===== src/rtl/seq_divider_32.sv =====
// Sequential restoring divider: one quotient bit per cycle, signed or unsigned,
// with fixed latency, divide-by-zero and signed-overflow flags.
module seq_divider_32 #(
  parameter int WIDTH = 32
) (
  input  logic             clk,
  input  logic             rst_n,
  input  logic             start,
  input  logic             signed_op,
  input  logic [WIDTH-1:0] dividend,
  input  logic [WIDTH-1:0] divisor,
  output logic             busy,
  output logic             done,
  output logic [WIDTH-1:0] quotient,
  output logic [WIDTH-1:0] remainder,
  output logic             div_by_zero,
  output logic             overflow
);

  localparam int CW = $clog2(WIDTH);
  localparam logic [CW-1:0] LAST = CW'(WIDTH - 1);
  localparam logic [WIDTH-1:0] MIN_NEG = {1'b1, {(WIDTH-1){1'b0}}};

  typedef enum logic [1:0] {IDLE, RUN, FIX, DONE} state_t;

  state_t           state_reg, state_next;
  logic [CW-1:0]    cnt_reg;
  logic [WIDTH-1:0] dvd_orig_reg;
  logic [WIDTH-1:0] work_reg;   // dividend magnitude shifting out, quotient bits shifting in
  logic [WIDTH-1:0] dvs_reg;
  logic [WIDTH-1:0] rem_reg;
  logic             neg_q_reg, neg_r_reg, zero_reg, ovf_reg;
  logic [WIDTH-1:0] quotient_reg, remainder_reg;
  logic             div_by_zero_reg, overflow_reg;

  logic [WIDTH:0]   shifted;
  logic [WIDTH:0]   diff;
  logic             borrow;

  // Partial remainder can exceed WIDTH bits after the shift, so the borrow
  // is taken from one bit above the shifted value.
  assign shifted         = {rem_reg, work_reg[WIDTH-1]};
  assign {borrow, diff}  = {1'b0, shifted} - {2'b00, dvs_reg};

  always_comb begin
    state_next = state_reg;
    case (state_reg)
      IDLE:    if (start) state_next = RUN;
      RUN:     if (cnt_reg == LAST) state_next = FIX;
      FIX:     state_next = DONE;
      DONE:    state_next = IDLE;
      default: state_next = IDLE;
    endcase
  end

  always_ff @(posedge clk) begin
    if (!rst_n) begin
      state_reg       <= IDLE;
      cnt_reg         <= '0;
      dvd_orig_reg    <= '0;
      work_reg        <= '0;
      dvs_reg         <= '0;
      rem_reg         <= '0;
      neg_q_reg       <= 1'b0;
      neg_r_reg       <= 1'b0;
      zero_reg        <= 1'b0;
      ovf_reg         <= 1'b0;
      quotient_reg    <= '0;
      remainder_reg   <= '0;
      div_by_zero_reg <= 1'b0;
      overflow_reg    <= 1'b0;
    end else begin
      state_reg <= state_next;
      case (state_reg)
        IDLE: begin
          if (start) begin
            dvd_orig_reg <= dividend;
            work_reg     <= (signed_op && dividend[WIDTH-1]) ? -dividend : dividend;
            dvs_reg      <= (signed_op && divisor[WIDTH-1])  ? -divisor  : divisor;
            rem_reg      <= '0;
            cnt_reg      <= '0;
            neg_q_reg    <= signed_op && (dividend[WIDTH-1] ^ divisor[WIDTH-1]);
            neg_r_reg    <= signed_op && dividend[WIDTH-1];
            zero_reg     <= (divisor == '0);
            ovf_reg      <= signed_op && (dividend == MIN_NEG) && (&divisor);
          end
        end
        RUN: begin
          rem_reg  <= borrow ? shifted[WIDTH-1:0] : diff[WIDTH-1:0];
          work_reg <= {work_reg[WIDTH-2:0], ~borrow};
          cnt_reg  <= cnt_reg + CW'(1);
        end
        FIX: begin
          if (zero_reg) begin
            quotient_reg  <= '1;
            remainder_reg <= dvd_orig_reg;
          end else begin
            quotient_reg  <= neg_q_reg ? -work_reg : work_reg;
            remainder_reg <= neg_r_reg ? -rem_reg  : rem_reg;
          end
          div_by_zero_reg <= zero_reg;
          overflow_reg    <= ovf_reg;
        end
        default: ;
      endcase
    end
  end

  assign busy        = (state_reg == RUN) || (state_reg == FIX);
  assign done        = (state_reg == DONE);
  assign quotient    = quotient_reg;
  assign remainder   = remainder_reg;
  assign div_by_zero = div_by_zero_reg;
  assign overflow    = overflow_reg;

endmodule


===== config.mk =====
export PLATFORM = sky130hd
export DESIGN_NAME = seq_divider_32
export DESIGN_NICKNAME = d
export VERILOG_FILES = /design/src/rtl/seq_divider_32.sv
export SDC_FILE = /design/constraint.sdc
export NUM_CORES = 1
export LEC_CHECK = 0
export BUFFER_PORTS_ARGS = -buffer_cell sky130_fd_sc_hd__buf_2
export CAP_MARGIN = 0
export CORE_MARGIN = 4
export CORE_UTILIZATION = 46
export CTS_CLUSTER_DIAMETER = 40
export DETAILED_ROUTE_END_ITERATION = 16
export PLACE_DENSITY = 0.8
export SLEW_MARGIN = 10
export SYNTH_ARGS = -nofsm -noshare
export SYNTH_HDL_FRONTEND = slang
export SYNTH_SLANG_ARGS = --single-unit

===== constraint.sdc =====
create_clock -name clk -period 2.9 [get_ports clk]
set_clock_uncertainty 0.2 [all_clocks]
set_input_delay 0.435 -clock clk [delete_from_list [all_inputs] [get_ports clk]]
set_output_delay 0.435 -clock clk [all_outputs]
set_load 0.01 [all_outputs]

# Word level (Yosys, flattened, before mapping)
# Cells that the tools add are included.
dict set report totals {
  reg_bits 205
  out_inout_bits 68
}
dict set report classes {
  n_addsub 6
  n_eq_ne 7
  mux 16
  n_bitwise 2
  reduce_logical 13
}
# operator count
set ops {}
lappend ops {{$mux 32} 9}
lappend ops {{$neg 32->32} 4}
lappend ops {{$pmux 32 s2} 2}
lappend ops {{$sub 33x32->34} 1}
lappend ops {{$eq 32x32->1 const B} 1}
lappend ops {{$logic_not 32->1} 1}
lappend ops {{$reduce_and 32->1} 1}
lappend ops {{$pmux 5 s2} 1}
lappend ops {{$pmux 2 s4} 1}
lappend ops {{$reduce_and 2->1} 3}
lappend ops {{$add 5x1->5 const B} 1}
lappend ops {{$eq 5x5->1 const B} 1}
lappend ops {{$logic_and 1x1->1} 5}
lappend ops {{$mux 5} 1}
lappend ops {{$eq 2x2->1 const B} 2}
lappend ops {{$mux 2} 2}
lappend ops {{$ne 2x2->1 const B} 2}
lappend ops {{$eq 2x1->1 const B} 1}
lappend ops {{$logic_not 2->1} 1}
lappend ops {{$reduce_bool 2->1} 1}
lappend ops {{$logic_or 1x1->1} 1}
lappend ops {{$not 1->1} 1}
lappend ops {{$xor 1x1->1} 1}

# Logic depth before layout (Yosys ltp)
# Gate-level depths: netlist (run 1).
dict set report logic_depth {
  ltp_word 4
  depth_mapped 13
  ltp_nobuf 11
}

# Worst setup path before layout (run 1)
# OpenSTA, ideal clock, no wires.
dict set report synth_timing {
  path_kind {register to register}
  from {reg rem_reg[11]}
  to {reg rem_reg[10]}
  t_arrival_ps 2605
  t_required_ps 2572
  slack_ps -33
  path_stages_with_launch 13
  path_buffers 3
  synth_period_minus_slack_ps 2933
  path_cell_list {dfxtp_1 ha_1 clkbuf_1 nand4_1 a21oi_1 o2111ai_1 nand3_1 a31oi_1 o21ai_0 clkbuf_1 buf_2 mux2i_1 o21ai_0}
}
dict set report synth_between {
  elab_chain_cells 3
}
# element line_no
set synth_lines {}
lappend synth_lines {{start: declaration} 31} ;# logic [WIDTH-1:0] rem_reg;
lappend synth_lines {{start signal: assignment} 89} ;# rem_reg <= borrow ? shifted[WIDTH-1:0] : diff[WIDTH-1:0];
lappend synth_lines {{$sub 33x32->34} 43} ;# assign {borrow, diff} = {1'b0, shifted} - {2'b00, dvs_reg};
lappend synth_lines {{$mux 32} 89}
lappend synth_lines {{$pmux 32 s2} 74} ;# case (state_reg)
# No other way between the ends.
# A chain may end at the register's enable or synchronous reset.

# Final worst setup path (run 1)
dict set report layout_timing {
  from {reg rem_reg[10]}
  to {reg remainder_reg[30] (netlist: remainder[30])}
}
dict set report layout_between {
  elab_chain_cells 3
}
# element line_no
set layout_lines {}
lappend layout_lines {{$neg 32->32} 99} ;# remainder_reg <= neg_r_reg ? -rem_reg : rem_reg;
lappend layout_lines {{$mux 32} 99}
lappend layout_lines {{$mux 32} 94} ;# if (zero_reg) begin
lappend layout_lines {{end signal: assignment} 96} ;# remainder_reg <= dvd_orig_reg;
lappend layout_lines {{end signal: assignment} 99}
lappend layout_lines {{end: declaration} 33} ;# logic [WIDTH-1:0] quotient_reg, remainder_reg;
# No other way between the ends.

==> metrics.cfg, run 1 <==
[grt]
antenna_found_initial=0
overflow=0
grt_pass1_vias=11615
grt_pass1_wl_mm=59.24
grt_start_max_net_pins=81
grt_usage_pct=24.19

[critical_path]
cp_slowest_cell=or4_4
end_kind=flip-flop
crit_arrival_ns=3.18
regToRegStartpoint=rem_reg[10]$_SDFFE_PN0P_
worstPathMaxFanout=4
start_kind=flip-flop
cpMostUsedCell=or4_4
r2r-end=remainder[30]$_SDFFE_PN0P_
criticalPathCategory=reg2reg
r2r_setup_slack_ns=-0.05
cp_slowest_stage_delay_ns=0.54
cp_cell_sequence=or4_4 -> or4_4 -> or4_4 -> or2_4 -> o41ai_4 -> xnor2_1 -> mux2i_1 -> o21ai_1
worstPathRequired_ns=3.13
ff2ff_path_depth=8

[timing]
hold_ws_ns=0.01075
slew_violations=0
fin_crit_sh_pct=101.8
setup_slack_ns=-0.05132
rsz0062_at_grt=yes
fmax_ghz=0.3388
max_slew_margin_pct=52.33
period_needed_ns=2.951
setup_viol=4
tightest_slew_ns=0.7085
hold_violations=0

[outcome]
violations=setup timing
status=finished with violations

[min_path]
min_path_type=in2reg
min_from=dividend[5]
min_to=dvd_orig_reg[5]$_SDFFE_PN0P_
whs_path_depth=3

[synthesis]
ys_warn_count=0
synth_cells=1601
synth_flop_cell=dfxtp_1
syn-cell-area_um2=12320
synth_nets=1713
seq_area_frac_synth_pct=33.32
synth_edf_count=0
ys_types=62
syn_avg_cell_area_um2=7.694
synth-seq-cells=205
synth-async-reset-ratio_pct=0

[detailed_routing]
drt_drc_violations_left=0
first_pass_iters=5
finalWirelength_mm=37.62
drt_iter0_drc=1079
ant_nets=0
vias=12567
routedWlPerCell_um=17.29
viasPerCell=5.775

[placement]
gp_congestion=0.9875
dp_hpwl_mm=27.15
numPortBuffers=135
placedCellCount=2081

[clocking]
cts_buffer_depth=3
cts_max_level=1
cts_tree=done
path_clk_slew_ns=0.05
cts_buffers=31
clock-sinks=205
clk_latency_ns=0.54
cts-root-buf=clkbuf_16

[layout]
fin_cells=2176
drive_gt1_share_pct=20.10
layout.nets=1930
fin_util_pct=59.55
nFillCells=2232
syn_to_final_growth_pct=26.68
diodes=0

[pwr]
power_density_nw_per_um2=856.9
ir_drop_uv=539.5
leakagePower_nw=6.411
power.total_mw=13.37

[die]
die-area_um2=29460
die_w_um=171.6
ios=136
fp.dieH_um=171.6
initial_core_util_pct=47.00
fp.coreArea_um2=26210
rows=59

[flow_run]
cap_violations=0

-- worst max-delay path by stage --
stage	from	depth (start not counted)	endpoint
2_1_floorplan	rem_reg[10]$_SDFFE_PN0P_	8	remainder[29]$_SDFFE_PN0P_
4_1_cts	rem_reg[10]$_SDFFE_PN0P_	8	remainder[25]$_SDFFE_PN0P_
3_5_place_dp	dividend[2]	8	work_reg[31]$_SDFFE_PN0P_
6_report	rem_reg[10]$_SDFFE_PN0P_	8	remainder[30]$_SDFFE_PN0P_
3_3_place_gp	rem_reg[10]$_SDFFE_PN0P_	8	remainder[29]$_SDFFE_PN0P_
5_1_grt	rem_reg[0]$_SDFFE_PN0P_	11	remainder[28]$_SDFFE_PN0P_
-- cell usage after synthesis (3+ instances only) --
library cell / n / share of area [%]
and3_1: 5 / 0.25
nor4_1: 18 / 0.91
buf_2: 5 / 0.20
or4_1: 12 / 0.73
or3_1: 8 / 0.41
nand4_1: 15 / 0.76
or4_4: 4 / 0.37
nor2b_1: 5 / 0.25
a21oi_1: 143 / 5.8
nand3b_1: 14 / 0.85
xor2_1: 73 / 5.2
a21o_1: 12 / 0.73
and2_1: 5 / 0.25
nor2_1: 128 / 3.9
dfxtp_1: 205 / 33
o221ai_1: 5 / 0.36
a32oi_1: 8 / 0.57
clkbuf_1: 84 / 2.6
xnor2_1: 67 / 4.8
or2_2: 3 / 0.15
a31oi_1: 11 / 0.56
o41ai_1: 17 / 1.2
o31ai_1: 26 / 1.6
buf_1: 9 / 0.27
nand3_1: 31 / 1.3
ha_1: 43 / 4.4
o21ai_1: 5 / 0.20
o21bai_1: 6 / 0.37
nor3_1: 22 / 0.89
a22o_1: 3 / 0.21
nand2_1: 234 / 7.1
o211ai_1: 7 / 0.43
o21a_1: 3 / 0.18
o21ai_0: 162 / 6.6
nand2b_1: 9 / 0.46
a311oi_1: 11 / 0.78
mux2i_1: 64 / 5.2
inv_1: 58 / 1.8
a211oi_1: 31 / 1.9
-- worst max-delay path, delay by kind of cell, from the launching register on --
kind	cells	cell delay (ns)
simple gates	4	1.74
compound gates	2	0.34
flops	1	0.31
mux	1	0.14
xor+xnor	1	0.13
-- where the power goes --
group | total (mW) | internal [mW] | leakage (nW) | switching [mW]
logic | 5.33 | 2.08 | 4.18 | 3.25
clock network | 4.08 | 2.72 | 0.560 | 1.36
registers | 3.96 | 3.45 | 1.67 | 0.517
total | 13.4 | 8.25 | 6.41 | 5.12
-- final cells by class --
class | instances | area [um2] | area share [%]
clock buffers | 40 | 859.6 | 5.508
clock inverters | 16 | 285.3 | 1.828
inverters | 59 | 224.0 | 1.435
multi-input cells | 1239 | 7845 | 50.27
flip-flops and latches | 205 | 4105 | 26.31
well taps | 335 | 419.2 | 2.686
repair buffers | 282 | 1867 | 11.96
-- logic make-up (layout without fill, tap and decap cells) --
family,Yosys count,in the layout,share of synthesized area (%)
and+or+nand+nor,521,521,19.19
AOI/OAI and AO/OA,470,470,22.98
DFF,205,205,33.32
buffers and inverters,157,397,4.835
xor gates and xnor gates,140,140,9.954
muxes,64,64,5.201
adders and majority gates,44,44,4.530
-- through the flow --
stage               setup WS, ns   TNS (ns)  cell area (um2)
floorplan              -0.006165  -0.006165            12330
global placement        -0.01212   -0.01946            13910
detailed placement       -0.1210    -0.5076            13910
CTS                     -0.01313   -0.04186            15300
global route             -0.1358     -1.300            15610
finish                  -0.05132   -0.09019            15610
-- what timing repair did --
action	4_1_cts	5_1_grt
gates resized for setup	6	49
endpoints found under the setup margin	7	52
pin swaps	1	13
endpoints found under the hold margin	23	0
setup buffers	0	17
hold buffers	23	0
-- per-layer routing --
layer / vias up / share of wire, % / global-route usage (%)
li1: 6127 / - / -
met1: 5841 / 43 / 32.75
met2: 515 / 46 / 39.99
met3: 84 / 7.7 / 3.195
met4: 0 / 3.1 / 7.957
met5: - / 0 / 0
-- cell usage in the layout, fill, tap and decap left out, drive strengths merged, types with 6 or more instances in the layout --
cell / n
buf: 259
nand2: 234
dfxtp: 205
o21ai: 167
a21oi: 143
nor2: 128
xor2: 73
xnor2: 67
mux2i: 64
inv: 64
ha: 43
clkbuf: 40
a211oi: 31
nand3: 31
o31ai: 26
dlygate4sd3: 22
nor3: 22
nor4: 20
o41ai: 18
or4: 16
nand4: 15
nand3b: 14
a21o: 12
a311oi: 11
a31oi: 11
nand2b: 9
or3: 8
a32oi: 8
o211ai: 7
bufinv: 7
o21bai: 6
No activity file was read; power rests on OpenSTA's default activity.
==> run 2, diff against run 1 <==
- CORE_UTILIZATION: 46 -> 54
- PLACE_DENSITY: 0.8 -> 0.89
==> run 2 against run 1 <==
Against the previous run: sequential cell count did not move; combinational power rose by 6.8%; sequential share of layout area rose by 0.11 points; sequential power rose by 1%; clock-buffer cell count did not move; routed wire length rose by 23%; setup slack got worse by 0.39 ns; design area fell by 0.26%; critical path depth did not move; die area fell by 14%; global-route usage rose by 6.5 points; register-to-register slack got worse by 0.39 ns; the run still ends with setup timing left.
==> metrics.cfg, run 2 (synthesized netlist as in run 1, its figures left out) <==
[detailed_routing]
viasPerCell=6.618  ; was 5.775
finalWirelength_mm=46.22  ; was 37.62 mm
routedWlPerCell_um=21.83  ; was 17.29 um
first_pass_iters=9  ; was 5
drt_iter0_drc=2311  ; was 1079
ant_nets=0  ; unchanged
drt_drc_violations_left=0  ; unchanged
vias=14011  ; was 12567

[critical_path]
cp_slowest_stage_delay_ns=0.60  ; was 0.54 ns
cp_cell_sequence=or4_4 -> or4_4 -> or4_4 -> or2_4 -> o21ai_1 -> xnor2_1 -> mux2i_1 -> o21ai_0  ; was or4_4 -> or4_4 -> or4_4 -> or2_4 -> o41ai_4 -> xnor2_1 -> mux2i_1 -> o21ai_1
cpMostUsedCell=or4_4  ; unchanged
worstSetupStartpoint=rem_reg[11]$_SDFFE_PN0P_  ; was rem_reg[10]$_SDFFE_PN0P_
start_kind=flip-flop  ; unchanged
crit_arrival_ns=3.64  ; was 3.18 ns
endpoint=remainder[27]$_SDFFE_PN0P_  ; was remainder[30]$_SDFFE_PN0P_
regToRegStartpoint=rem_reg[11]$_SDFFE_PN0P_  ; was rem_reg[10]$_SDFFE_PN0P_
worstPathMaxFanout=4  ; unchanged
cp.depth=8  ; unchanged
criticalPathCategory=reg2reg  ; unchanged
path_buf_inv=0  ; unchanged
worstPathRequired_ns=3.19  ; was 3.13 ns
crit_family=simple AND/OR/NAND/NOR gates  ; unchanged
r2r_setup_slack_ns=-0.44  ; was -0.05 ns
r2r-end=remainder[27]$_SDFFE_PN0P_  ; was remainder[30]$_SDFFE_PN0P_
cp_slowest_cell=or4_4  ; unchanged
end_kind=flip-flop  ; unchanged
ff2ff_path_depth=8  ; unchanged

[clocking]
cts_buffers=30  ; was 31
cts_buffer_depth=3  ; unchanged
cts_max_level=1  ; unchanged
path_clk_slew_ns=0.06  ; was 0.05 ns
clock-sinks=205  ; unchanged
clk_latency_ns=0.58  ; was 0.54 ns
cts-root-buf=clkbuf_16  ; unchanged
cts_tree=done  ; unchanged

[grt]
antenna_found_initial=2  ; was 0
grt_pass1_wl_mm=65.74  ; was 59.24 mm
overflow=0  ; unchanged
grt_pass1_vias=12779  ; was 11615
grt_usage_pct=30.71  ; was 24.19%
grt_start_max_net_pins=59  ; was 81

[placement]
gp_congestion=0.9827  ; was 0.9875
place_area_um2=13810  ; was 13910 um2
numPortBuffers=135  ; unchanged
dp_hpwl_mm=27.36  ; was 27.15 mm

[timing]
rsz0062_at_grt=yes  ; unchanged
setup_slack_ns=-0.4440  ; was -0.05132 ns
fin_crit_sh_pct=115.3  ; was 101.8%
tightest_slew_ns=0.6570  ; was 0.7085 ns
slew_violations=0  ; unchanged
hold_violations=0  ; unchanged
max_slew_margin_pct=55.93  ; was 52.33%
fmax_ghz=0.2990  ; was 0.3388 GHz
timing.setup.tns_ns=-3.100  ; was -0.09019 ns
period_needed_ns=3.344  ; was 2.951 ns
setup_viol=25  ; was 4

[min_path]
whs_path_depth=4  ; was 3
min_from=divisor[27]  ; was dividend[5]
min_path_type=in2reg  ; unchanged

[pwr]
power_density_nw_per_um2=858.7  ; was 856.9 nW/um2
power.total_mw=13.36  ; was 13.37 mW
ir_drop_uv=424.9  ; was 539.5 uV
leakagePower_nw=6.345  ; was 6.411 nW

[layout]
syn_to_final_growth_pct=26.35  ; was 26.68%
layout_common_cells=nand2_1, dfxtp_1, o21ai_0  ; unchanged
layout.nets=1925  ; was 1930
layout_commonest_cell=nand2_1  ; unchanged
drive_gt1_share_pct=20.48  ; was 20.10%
fin_area_um2=15560  ; was 15610 um2

[flow_run]
cap_violations=0  ; unchanged

[outcome]
violations=setup timing  ; unchanged
status=finished with violations  ; unchanged

[die]
fp.coreArea_um2=22160  ; was 26210 um2
rows=54  ; was 59
ios=136  ; unchanged
die-area_um2=25290  ; was 29460 um2
initial_core_util_pct=55.58  ; was 47.00%
die_w_um=159.0  ; was 171.6 um
fp.dieH_um=159.0  ; was 171.6 um

-- run 2: changes by cell type in the layout (fill, tap and decap cells not counted), moves of 3 or more --
| cell | delta |
|---|---|
| buf_4 | -9 |
| o21ai_0 | -7 |
| bufinv_16 | -5 |
| o21ai_1 | +5 |
| ha_1 | -4 |
| ha_4 | +4 |
| dfxtp_1 | -3 |
| dlygate4sd3_1 | +3 |
| o41ai_2 | -3 |
-- run 2: per-layer routing --
metal	GRT usage (%)	up-vias	routed length, um
li1	-	6101	-
met1	38.01	6348	16430
met2	51.15	1171	20650
met3	5.488	389	5352
met4	16.21	2	3772
met5	0	-	13
-- run 2: area by class of cell --
cell class / count / area [um2]
multi-input cells: 1239 / 7994
fillers: 1557 / 6598
flip-flops and latches: 205 / 4111
repair buffers: 278 / 1879
clock buffers: 40 / 828.3
well taps: 280 / 350.3
inverters: 59 / 222.7
clock inverters: 15 / 175.2
diodes: 1 / 2.502
-- run 2: how the worst min path moves through the flow --
stage,endpoint
floorplan,dvs_reg[27]$_SDFFE_PN0P_
global placement,dvs_reg[31]$_SDFFE_PN0P_
detailed placement,dvs_reg[31]$_SDFFE_PN0P_
CTS,dvd_orig_reg[22]$_SDFFE_PN0P_
global route,dvd_orig_reg[23]$_SDFFE_PN0P_
finish,dvs_reg[27]$_SDFFE_PN0P_
-- run 2: worst min-delay path: cells and delay by family --
family,cells,cell delay (ns)
AO/OA/AOI/OAI,1,0.05
buffers and inverters,1,0.10
XOR/XNOR,1,0.08
AND/OR/NAND/NOR,1,0.06
-- run 2: repair_timing --
action / in CTS / in global routing
gates cloned: 0 / 2
gates resized for setup: 16 / 71
hold buffers: 26 / 0
setup buffers: 0 / 10
endpoints found under the hold margin: 26 / 0
pin swaps: 2 / 30
setup endpoints to repair: 13 / 51
-- run 2: metrics by stage --
step,cells,worst slack [ns],util (%),hold WS (ns)
detailed placement,2024,-0.1279,62.31,0.2453
floorplan,1601,-0.006165,-,0.2319
global placement,2024,-0.03476,62.31,0.2416
finish,2117,-0.4440,70.23,0.007713
global route,2117,-0.4552,70.23,0.0002668
CTS,2105,-0.03790,68.28,0.001700
-- run 2: where the power goes --
group	switching, mW	internal, mW
registers	0.556	3.45
logic	3.62	2.07
clock network	1.46	2.21
total	5.64	7.73
